--- src/rtl/imm_extend_pipe_pkg.sv ---
`default_nettype none
// ============================================================================
// Package  : imm_ext_pkg
// Brief    : Shared types and constants for the immediate-extension pipe:
//            extension mode encoding and the handshake-storage state set.
// Revision : 1.0 - initial release
// ============================================================================
package imm_ext_pkg;

  // Width of the extension mode field carried on the input bus
  localparam int c_mode_w = 2;

  // Extension modes; encodings match the raw in_mode field values
  typedef enum logic [c_mode_w-1:0] {
    MODE_SEXT      = 2'b00,
    MODE_ZEXT      = 2'b01,
    MODE_SEXT_SHL2 = 2'b10,
    MODE_UPPER     = 2'b11
  } imm_mode_e;

  // Occupancy of the output stage + skid entry pair
  typedef enum logic [1:0] {
    SKID_EMPTY = 2'b00,  // nothing held
    SKID_BUSY  = 2'b01,  // output stage holds a result, skid free
    SKID_FULL  = 2'b10   // output stage and skid entry both hold results
  } skid_state_e;

endpackage : imm_ext_pkg
`default_nettype wire

--- src/rtl/imm_extend_pipe_if.sv ---
`default_nettype none
// ============================================================================
// Interface: imm_extend_pipe_if
// Brief    : Operand/result handshake bus of the immediate-extension pipe.
//            master = operand producer / result consumer, slave = the pipe.
// Revision : 1.0 - initial release
// ============================================================================
interface imm_extend_pipe_if
  import imm_ext_pkg::*;
#(
  parameter int IN_W  = 16,
  parameter int OUT_W = 32,
  parameter int TAG_W = 4,
  parameter int CNT_W = 16
);

  logic                in_valid;
  logic                in_ready;
  logic [IN_W-1:0]     in_data;
  logic [c_mode_w-1:0] in_mode;
  logic [TAG_W-1:0]    in_tag;
  logic                out_valid;
  logic                out_ready;
  logic [OUT_W-1:0]    out_data;
  logic [TAG_W-1:0]    out_tag;
  logic [CNT_W-1:0]    conv_count;

  modport master (
    output in_valid, in_data, in_mode, in_tag, out_ready,
    input  in_ready, out_valid, out_data, out_tag, conv_count
  );

  modport slave (
    input  in_valid, in_data, in_mode, in_tag, out_ready,
    output in_ready, out_valid, out_data, out_tag, conv_count
  );

endinterface : imm_extend_pipe_if
`default_nettype wire

--- src/rtl/imm_extend_pipe_skid_buffer.sv ---
`default_nettype none
// ============================================================================
// Module   : skid_buffer
// Brief    : Two-entry handshake store (output stage + one skid entry) with a
//            registered in_ready, so out_ready never reaches in_ready through
//            logic. Full throughput when the consumer is always ready.
// Revision : 1.0 - initial release
// ============================================================================
module skid_buffer
  import imm_ext_pkg::*;
#(
  parameter int DATA_W = 36
) (
  input  logic              clk,
  input  logic              rst_n,
  input  logic              in_valid,
  output logic              in_ready,
  input  logic [DATA_W-1:0] in_data,
  output logic              out_valid,
  input  logic              out_ready,
  output logic [DATA_W-1:0] out_data
);

  skid_state_e       r_state;
  skid_state_e       w_state_next;
  logic              r_in_ready;
  logic [DATA_W-1:0] r_out_data;
  logic [DATA_W-1:0] r_skid_data;

  logic              w_in_fire;
  logic              w_out_fire;
  logic              w_load_out;
  logic              w_promote_skid;
  logic              w_load_skid;

  assign w_in_fire  = in_valid && r_in_ready;
  assign w_out_fire = out_valid && out_ready;

  assign in_ready  = r_in_ready;
  assign out_valid = (r_state != SKID_EMPTY);
  assign out_data  = r_out_data;

  // State register plus registered ready; ready stays low during reset and
  // rises on the first edge after release
  always_ff @(posedge clk or negedge rst_n) begin
    if (!rst_n) begin
      r_state    <= SKID_EMPTY;
      r_in_ready <= 1'b0;
    end else begin
      r_state    <= w_state_next;
      r_in_ready <= (w_state_next != SKID_FULL);
    end
  end

  // Next-state and load-enable decode
  always_comb begin
    w_state_next   = r_state;
    w_load_out     = 1'b0;
    w_promote_skid = 1'b0;
    w_load_skid    = 1'b0;
    case (r_state)
      SKID_EMPTY: begin
        if (w_in_fire) begin
          w_state_next = SKID_BUSY;
          w_load_out   = 1'b1;
        end
      end
      SKID_BUSY: begin
        if (w_in_fire && w_out_fire) begin
          // Replace the departing result directly: no bubble
          w_load_out = 1'b1;
        end else if (w_in_fire) begin
          w_state_next = SKID_FULL;
          w_load_skid  = 1'b1;
        end else if (w_out_fire) begin
          w_state_next = SKID_EMPTY;
        end
      end
      SKID_FULL: begin
        // in_ready is low here, so only the drain path can fire
        if (w_out_fire) begin
          w_state_next   = SKID_BUSY;
          w_promote_skid = 1'b1;
        end
      end
      default: begin
        w_state_next = SKID_EMPTY;
      end
    endcase
  end

  // Data storage; the output stage only changes on a load, so a held
  // result stays stable while the consumer stalls
  always_ff @(posedge clk or negedge rst_n) begin
    if (!rst_n) begin
      r_out_data  <= '0;
      r_skid_data <= '0;
    end else begin
      if (w_load_out) begin
        r_out_data <= in_data;
      end else if (w_promote_skid) begin
        r_out_data <= r_skid_data;
      end
      if (w_load_skid) begin
        r_skid_data <= in_data;
      end
    end
  end

endmodule : skid_buffer
`default_nettype wire

--- src/rtl/imm_extend_pipe.sv ---
`default_nettype none
// ============================================================================
// Module   : imm_extend_pipe
// Brief    : Immediate extender (SEXT / ZEXT / SEXT<<2 / UPPER) with a
//            one-cycle, two-entry skid-buffered output and a counter of
//            consumed results. The tag travels alongside each result.
// Revision : 1.0 - initial release
// ============================================================================
module imm_extend_pipe
  import imm_ext_pkg::*;
#(
  parameter int IN_W  = 16,
  parameter int OUT_W = 32,
  parameter int TAG_W = 4,
  parameter int CNT_W = 16
) (
  input  logic             clk,
  input  logic             rst_n,
  imm_extend_pipe_if.slave bus
);

  localparam int c_store_w = OUT_W + TAG_W;

  // Reject unsupported widths at elaboration
  generate
    if (OUT_W < IN_W) begin : g_bad_out_w
      $error("imm_extend_pipe: OUT_W (%0d) must be >= IN_W (%0d)", OUT_W, IN_W);
    end
    if ((IN_W < 2) || (IN_W > 32)) begin : g_bad_in_w
      $error("imm_extend_pipe: IN_W (%0d) must be within 2..32", IN_W);
    end
  endgenerate

  imm_mode_e              w_mode;
  logic signed [IN_W-1:0] w_in_signed;
  logic [OUT_W-1:0]       w_sext;
  logic [OUT_W-1:0]       w_zext;
  logic [OUT_W-1:0]       w_ext;
  logic [c_store_w-1:0]   w_store_in;
  logic [c_store_w-1:0]   w_store_out;
  logic                   w_out_fire;
  logic [CNT_W-1:0]       r_conv_count;

  assign w_mode      = imm_mode_e'(bus.in_mode);
  assign w_in_signed = $signed(bus.in_data);
  // A size cast of a signed operand replicates its MSB
  assign w_sext      = OUT_W'(w_in_signed);
  assign w_zext      = OUT_W'(bus.in_data);

  // Mode selection happens before storage, so a later in_mode change can
  // never alter a result that is already held
  always_comb begin
    w_ext = w_sext;
    case (w_mode)
      MODE_SEXT:      w_ext = w_sext;
      MODE_ZEXT:      w_ext = w_zext;
      MODE_SEXT_SHL2: w_ext = w_sext << 2;
      MODE_UPPER:     w_ext = w_zext << IN_W;
      default:        w_ext = w_sext;
    endcase
  end

  assign w_store_in = {w_ext, bus.in_tag};

  skid_buffer #(
    .DATA_W (c_store_w)
  ) u_skid (
    .clk       (clk),
    .rst_n     (rst_n),
    .in_valid  (bus.in_valid),
    .in_ready  (bus.in_ready),
    .in_data   (w_store_in),
    .out_valid (bus.out_valid),
    .out_ready (bus.out_ready),
    .out_data  (w_store_out)
  );

  assign bus.out_data = w_store_out[TAG_W +: OUT_W];
  assign bus.out_tag  = w_store_out[TAG_W-1:0];

  assign w_out_fire = bus.out_valid && bus.out_ready;

  // Count consumed results; wraps naturally at 2^CNT_W
  always_ff @(posedge clk or negedge rst_n) begin
    if (!rst_n) begin
      r_conv_count <= '0;
    end else if (w_out_fire) begin
      r_conv_count <= r_conv_count + CNT_W'(1);
    end
  end

  assign bus.conv_count = r_conv_count;

endmodule : imm_extend_pipe
`default_nettype wire

--- src/flat_wrapper.sv ---
// flat-port wrapper written by rule: the top's interface ports become plain ports
module imm_extend_pipe_flat import imm_ext_pkg::*;
#(
  parameter int IN_W  = 16,
  parameter int OUT_W = 32,
  parameter int TAG_W = 4,
  parameter int CNT_W = 16
)
  (clk, rst_n, bus_in_valid, bus_in_data, bus_in_mode, bus_in_tag, bus_out_ready, bus_in_ready, bus_out_valid, bus_out_data, bus_out_tag, bus_conv_count);
  imm_extend_pipe_if #(.IN_W(IN_W), .OUT_W(OUT_W), .TAG_W(TAG_W), .CNT_W(CNT_W)) bus_i ();
  input  logic clk;
  input  logic rst_n;
  input wire logic [$bits(bus_i.in_valid)-1:0] bus_in_valid;
  input wire logic [$bits(bus_i.in_data)-1:0] bus_in_data;
  input wire logic [$bits(bus_i.in_mode)-1:0] bus_in_mode;
  input wire logic [$bits(bus_i.in_tag)-1:0] bus_in_tag;
  input wire logic [$bits(bus_i.out_ready)-1:0] bus_out_ready;
  output wire logic [$bits(bus_i.in_ready)-1:0] bus_in_ready;
  output wire logic [$bits(bus_i.out_valid)-1:0] bus_out_valid;
  output wire logic [$bits(bus_i.out_data)-1:0] bus_out_data;
  output wire logic [$bits(bus_i.out_tag)-1:0] bus_out_tag;
  output wire logic [$bits(bus_i.conv_count)-1:0] bus_conv_count;
  assign bus_i.in_valid = bus_in_valid;
  assign bus_i.in_data = bus_in_data;
  assign bus_i.in_mode = bus_in_mode;
  assign bus_i.in_tag = bus_in_tag;
  assign bus_i.out_ready = bus_out_ready;
  assign bus_in_ready = bus_i.in_ready;
  assign bus_out_valid = bus_i.out_valid;
  assign bus_out_data = bus_i.out_data;
  assign bus_out_tag = bus_i.out_tag;
  assign bus_conv_count = bus_i.conv_count;
  imm_extend_pipe #(.IN_W(IN_W), .OUT_W(OUT_W), .TAG_W(TAG_W), .CNT_W(CNT_W)) u_core (.clk(clk), .rst_n(rst_n), .bus(bus_i));
endmodule
--- config.mk ---
export PLATFORM = sky130hd
export DESIGN_NAME = imm_extend_pipe_flat
export DESIGN_NICKNAME = d
export VERILOG_FILES = /design/src/rtl/imm_extend_pipe_pkg.sv /design/src/rtl/imm_extend_pipe_if.sv /design/src/rtl/imm_extend_pipe_skid_buffer.sv /design/src/rtl/imm_extend_pipe.sv /design/src/flat_wrapper.sv
export SDC_FILE = /design/constraint.sdc
export NUM_CORES = 1
export LEC_CHECK = 0
export BUFFER_PORTS_ARGS = -buffer_cell sky130_fd_sc_hd__buf_4
export CAP_MARGIN = 40
export CORE_MARGIN = 5
export CORE_UTILIZATION = 59
export DETAILED_ROUTE_END_ITERATION = 6
export PLACE_DENSITY = 0.87
export SYNTH_ARGS = -nofsm -noshare
export SYNTH_HDL_FRONTEND = slang
export SYNTH_SLANG_ARGS = --single-unit
--- constraint.sdc ---
create_clock -name clk -period 3 [get_ports clk]
set_input_delay 0.45 -clock clk [delete_from_list [all_inputs] [get_ports clk]]
set_output_delay 0.45 -clock clk [all_outputs]
set_load 0.1 [all_outputs]
* Word-level counts from Yosys, hierarchy flattened
Index checks and enable logic that the tools add are counted.
Word-level totals: register bits after elaboration 91, bits of input ports 26, output and inout bits 54, logic and storage cells 35
Operators by class: $add $sub $neg 1, equality and inequality tests 6, mux-type cells 16, reduce and logical (&&, ||, !) cells 7
Operators with widths (count):
- $pmux W32 S4 | 1
- $mux W36 | 2
- $add A16 B1 Y16 const B | 1
- $mux W2 | 5
- $eq A2 B2 Y1 const B | 3
- $mux W1 | 6
- $pmux W2 S3 | 1
- $eq A2 B1 Y1 const B | 2
- $logic_not A2 Y1 | 2
- $reduce_bool A2 Y1 | 2
- $logic_and A1 B1 Y1 | 3
- $ne A2 B2 Y1 const B | 1
- $pmux W1 S2 | 1

* Depth between registers and ports, before layout
word-level depth 7, depth in mapped cells 6, mapped depth without buffers 4

* Modules after synthesis
From an unflattened synthesis, not the netlist that was laid out.
Unflattened totals: cells, all modules 315, area total of the unflattened synthesis 4113.9 µm²
By module, submodules not included:
- skid_buffer | instances 1, cells each 213, area an instance 3114.2 µm², seq. area each 1876.8 µm²
- imm_extend_pipe | instances 1, cells each 102, area an instance 999.7 µm², seq. area each 400.4 µm²

* Least setup slack after synthesis
OpenSTA, ideal clock, no wires.
kind reg2reg, start reg u_core.u_skid.r_in_ready (netlist: u_core.u_skid.in_ready), end reg u_core.u_skid.r_out_data[25] (netlist: u_core.u_skid.out_data[25]), library setup time 0.127 ns, data arrival time 2.102 ns, required time 2.873 ns, slack 0.771 ns, cell stages (with the launch flop) 6, path buffers 1, period minus slack after synthesis 2.229 ns, path through dfrtp_1 > nand2_1 > nor3_2 > nor2_1 > buf_2 > a221o_1
On the way: longest elaborated chain between the ends 5, elaborated cells on any way between the ends 7, those cells by class mux: 4; reduce/logical: 3
RTL lines:
- from (decl) | RTL line imm_extend_pipe_skid_buffer.sv:26 | logic r_in_ready;
- from (signal assigned) | RTL line imm_extend_pipe_skid_buffer.sv:51 | r_in_ready <= (w_state_next != SKID_FULL);
- $logic_and A1 B1 Y1 (*) | RTL line imm_extend_pipe_skid_buffer.sv:36 | assign w_in_fire = in_valid && r_in_ready;
- $logic_and A1 B1 Y1 | RTL line imm_extend_pipe_skid_buffer.sv:69 | if (w_in_fire && w_out_fire) begin
- $mux W1 | RTL line imm_extend_pipe_skid_buffer.sv:69
- $pmux W1 S2 (*) | RTL line imm_extend_pipe_skid_buffer.sv:61 | case (r_state)
- $mux W36 / $reduce_bool A2 Y1 (equally long branches)
- to (signal assigned) | RTL line imm_extend_pipe_skid_buffer.sv:100 | r_out_data <= in_data;
- to (signal assigned) | RTL line imm_extend_pipe_skid_buffer.sv:102 | r_out_data <= r_skid_data;
- to (decl) | RTL line imm_extend_pipe_skid_buffer.sv:27 | logic [DATA_W-1:0] r_out_data;
Mark *: on every way between the ends. The rest lies on a longest branch, timed or not. A chain may end at the register's enable or synchronous reset.

* Final worst setup path
start reg u_core.u_skid.r_state[0], end reg u_core.u_skid.r_skid_data[4]
On the way: longest elaborated chain between the ends 5, elaborated cells on any way between the ends 6, those cells by class eq/ne: 1; mux: 2; reduce/logical: 3
RTL lines:
- from (decl) | RTL line imm_extend_pipe_skid_buffer.sv:24 | skid_state_e r_state;
- from (signal assigned) | RTL line imm_extend_pipe_skid_buffer.sv:50 | r_state <= w_state_next;
- $reduce_bool A2 Y1 | RTL line imm_extend_pipe_skid_buffer.sv:40 | assign out_valid = (r_state != SKID_EMPTY);
- $logic_and A1 B1 Y1 | RTL line imm_extend_pipe_skid_buffer.sv:37 | assign w_out_fire = out_valid && out_ready;
- $logic_and A1 B1 Y1 | RTL line imm_extend_pipe_skid_buffer.sv:69
- $mux W1 | RTL line imm_extend_pipe_skid_buffer.sv:69
- $mux W1 (*) | RTL line imm_extend_pipe_skid_buffer.sv:61
- to (signal assigned) | RTL line imm_extend_pipe_skid_buffer.sv:105 | r_skid_data <= in_data;
- to (decl) | RTL line imm_extend_pipe_skid_buffer.sv:28 | logic [DATA_W-1:0] r_skid_data;
Marked as above.

==> results.tsv <==
metric	value	unit
outcome	complete, no violations	
FMAX	512.8	MHz
Initial Utilization	59.55	%
final hold viol count	0	
grt ovf	0	
DR WL met3	642	µm
worst hold path class	in -> async	
share of layout cells above drive strength 1	24.57	%
PortBufs	79	
Layout Skew	7.100	ps
first-pass GRT wire length	16580	µm
TritonCTS clock tree	done	
Top Layer Used	met4	
Period Utilization, post-route	65.00	%
asr flop ratio synth	100.0	%
Die Ht	92.12	µm
Post-synth EDFFs	0	
initial antenna violation count	0	
Slew @ Worst Pin	723.4	ps
Crit path required time	3240	ps
clk slew on worst S/H paths	80	ps
Ports	80	
Iter 0 DRT Violations	315	
Row Count	30	
DRC violations left	0	
Synth Area per Inst	10.33	µm²
CP peak stage delay	490	ps
final WL	10100	µm
clk sinks	91	
Cells after Synth	385	
via count	3327	
largest net degree at the start of global routing	58	
WS Path Type	reg -> reg	
largest fanout on the critical path	56	
Pins Over Slew Limit	0	
Final setup viols	0	
design area	4852	µm²
M1 wire length	4227	µm
Die Area	8486	µm²
NumNets Final	489	
crit-path cells	nor2b_2 > nor3b_4 > buf_4 > nor2b_1 > a31o_2	
Final ANT Viol Nets	0	
Setup TNS Final	0	ps
Max-cap violations	0	
setup bufs post-CTS	0	
WL per Instance	18.57	µm
Clock Tree Root	clkbuf_8	
gr usage total	24.73	%
Seq/Total Area, Yosys	57.23	%
Core ar.	6681	µm²
final hold slack	154.6	ps
RSZ-0062 raised after global routing	no	
Via density	6.116	
Top FF cell, synth	dfrtp_1	
synthesized cell area	3979	µm²
Final GP Congestion	0.8632	
# hold bufs at CTS	0	
Worst R2R Path Depth	5	
Die X	92.12	µm
Yosys cell types	40	
clk_lat worst skew	350	ps
Post-Syn Nets	412	
yosys warns	0	
drt first pass iters	5	
htree depth	3	
DPL Wire Length	6922	µm
Num CTS Buffers	9	
Yosys reg bits	91	
Clock Tree Buf Depth	2	
fin crit period	1950	ps
area after detailed placement	4649	µm²
met2 WL	5018	µm
slowest stage cell, crit path	buf_4	
WP data arrival	2190	ps
CP Launch Type	flip-flop	
Slew Limit Headroom	51.77	%
ant diodes	0	
number of global-route vias before repair	3308	
Setup crit end kind	flip-flop	
PostCTS Resize Cnt	0	
Layout area overhead	21.95	%
## path summary, 6_finish.rpt
kind | from | slack (ps) | to
min | rst_n | 150 | u_core.bus.conv_count[3]
max reg2reg | u_core.u_skid.r_state[0] | 1050 | u_core.u_skid.r_skid_data[4]
max | u_core.u_skid.r_state[0] | 1050 | u_core.u_skid.r_skid_data[4]
min in group clk | bus_in_tag[3] | 340 | u_core.u_skid.r_skid_data[3]
min reg2reg | u_core.bus.conv_count[15] | 480 | u_core.bus.conv_count[15]
max in group asynchronous | rst_n | 2100 | u_core.u_skid.r_skid_data[25]
## sequential cells by signal (all words and copies together) (netlist names)
signal and flops:
u_core.u_skid.in_ready 1, u_core.u_skid.r_skid_data 36, u_core.u_skid.r_state 2, u_core.bus.conv_count 16
u_core.u_skid.out_data 36
## stage by stage
step	utilization (%)	std cells	setup WS (ps)
after floorplan	-	385	770.8
after global placement	69.19	528	930.8
after CTS	72.62	544	1053
final	72.62	544	1050
after global routing	72.62	544	893.4
after detailed placement	69.59	531	1006
## worst max-delay path, delay by kind of cell, from the launching register on
family                 cells  cell delay [ps]
AND/OR/NAND/NOR            3              660
buffers and inverters      1              490
AO/OA/AOI/OAI              1              230
flip-flops                 1              460
## layout make-up
type | instances | area (µm²)
clock inverters | 3 | 65.06
clock buffers | 10 | 137.6
flip-flops and latches | 91 | 2277
fillers | 502 | 1829
well taps | 80 | 100.1
inverters | 6 | 22.52
repair buffers | 91 | 686.9
multi-input cells | 263 | 1563
## layer usage
metal / vias up / GRT usage, %
met3: 23 / 5.250
met1: 1635 / 32.90
met2: 157 / 40.09
li1: 1512 / -
met4: 0 / 9.158
met5: - / 0
## kinds of logic (layout without fill, tap and decap cells)
family	Yosys count	after routing	synth area share, %
mux	7	7	1.887
xor+xnor	15	15	3.302
flops	91	91	57.23
buf+inv	31	110	3.805
simple gates	121	121	14.40
fa+ha+maj	1	1	0.3144
compound gates	119	119	19.06
## cells in the mapped netlist, types with 2 or more instances
library cell  number  share of area (%)
a31oi_1            6               0.94
and2_0             4               0.63
nand4_1            4               0.63
inv_1              5               0.47
o21ai_0            3               0.38
nand3b_1           2               0.38
nand2_1           25                2.4
nor2_1            53                5.0
clkbuf_1          11                1.0
buf_6              2               0.57
buf_4              2               0.38
a21oi_1           63                7.9
and2_1            12                1.9
xnor2_1           11                2.4
mux2i_1            3               0.75
nand3_1            4               0.50
mux2_2             4                1.1
and3_1             6               0.94
a211oi_1          15                2.8
xor2_1             4               0.88
buf_2             10                1.3
nor2b_1            2               0.31
a221o_1           14                3.5
dfrtp_1           91                 57
a22oi_1           14                2.6
## layout by cell type (no fill, tap or decap), types with 2 or more instances in the layout
master     count
a221o_1       14
a22oi_1       14
a21oi_1       63
bufinv_16      2
a31oi_1        6
clkbuf_8      10
dfrtp_1       91
nand2_1       25
nand4_1        4
and3_1         6
nand3b_1       2
and2_0         4
inv_1          5
nor2_1        53
buf_4         90
mux2i_1        3
mux2_2         4
xnor2_1       11
nor2b_1        2
and2_1        12
nand3_1        4
o21ai_0        3
xor2_1         4
a211oi_1      15
Power is not shown: default switching activity piles up to over one toggle a cycle in this logic, so the estimate is an artifact.
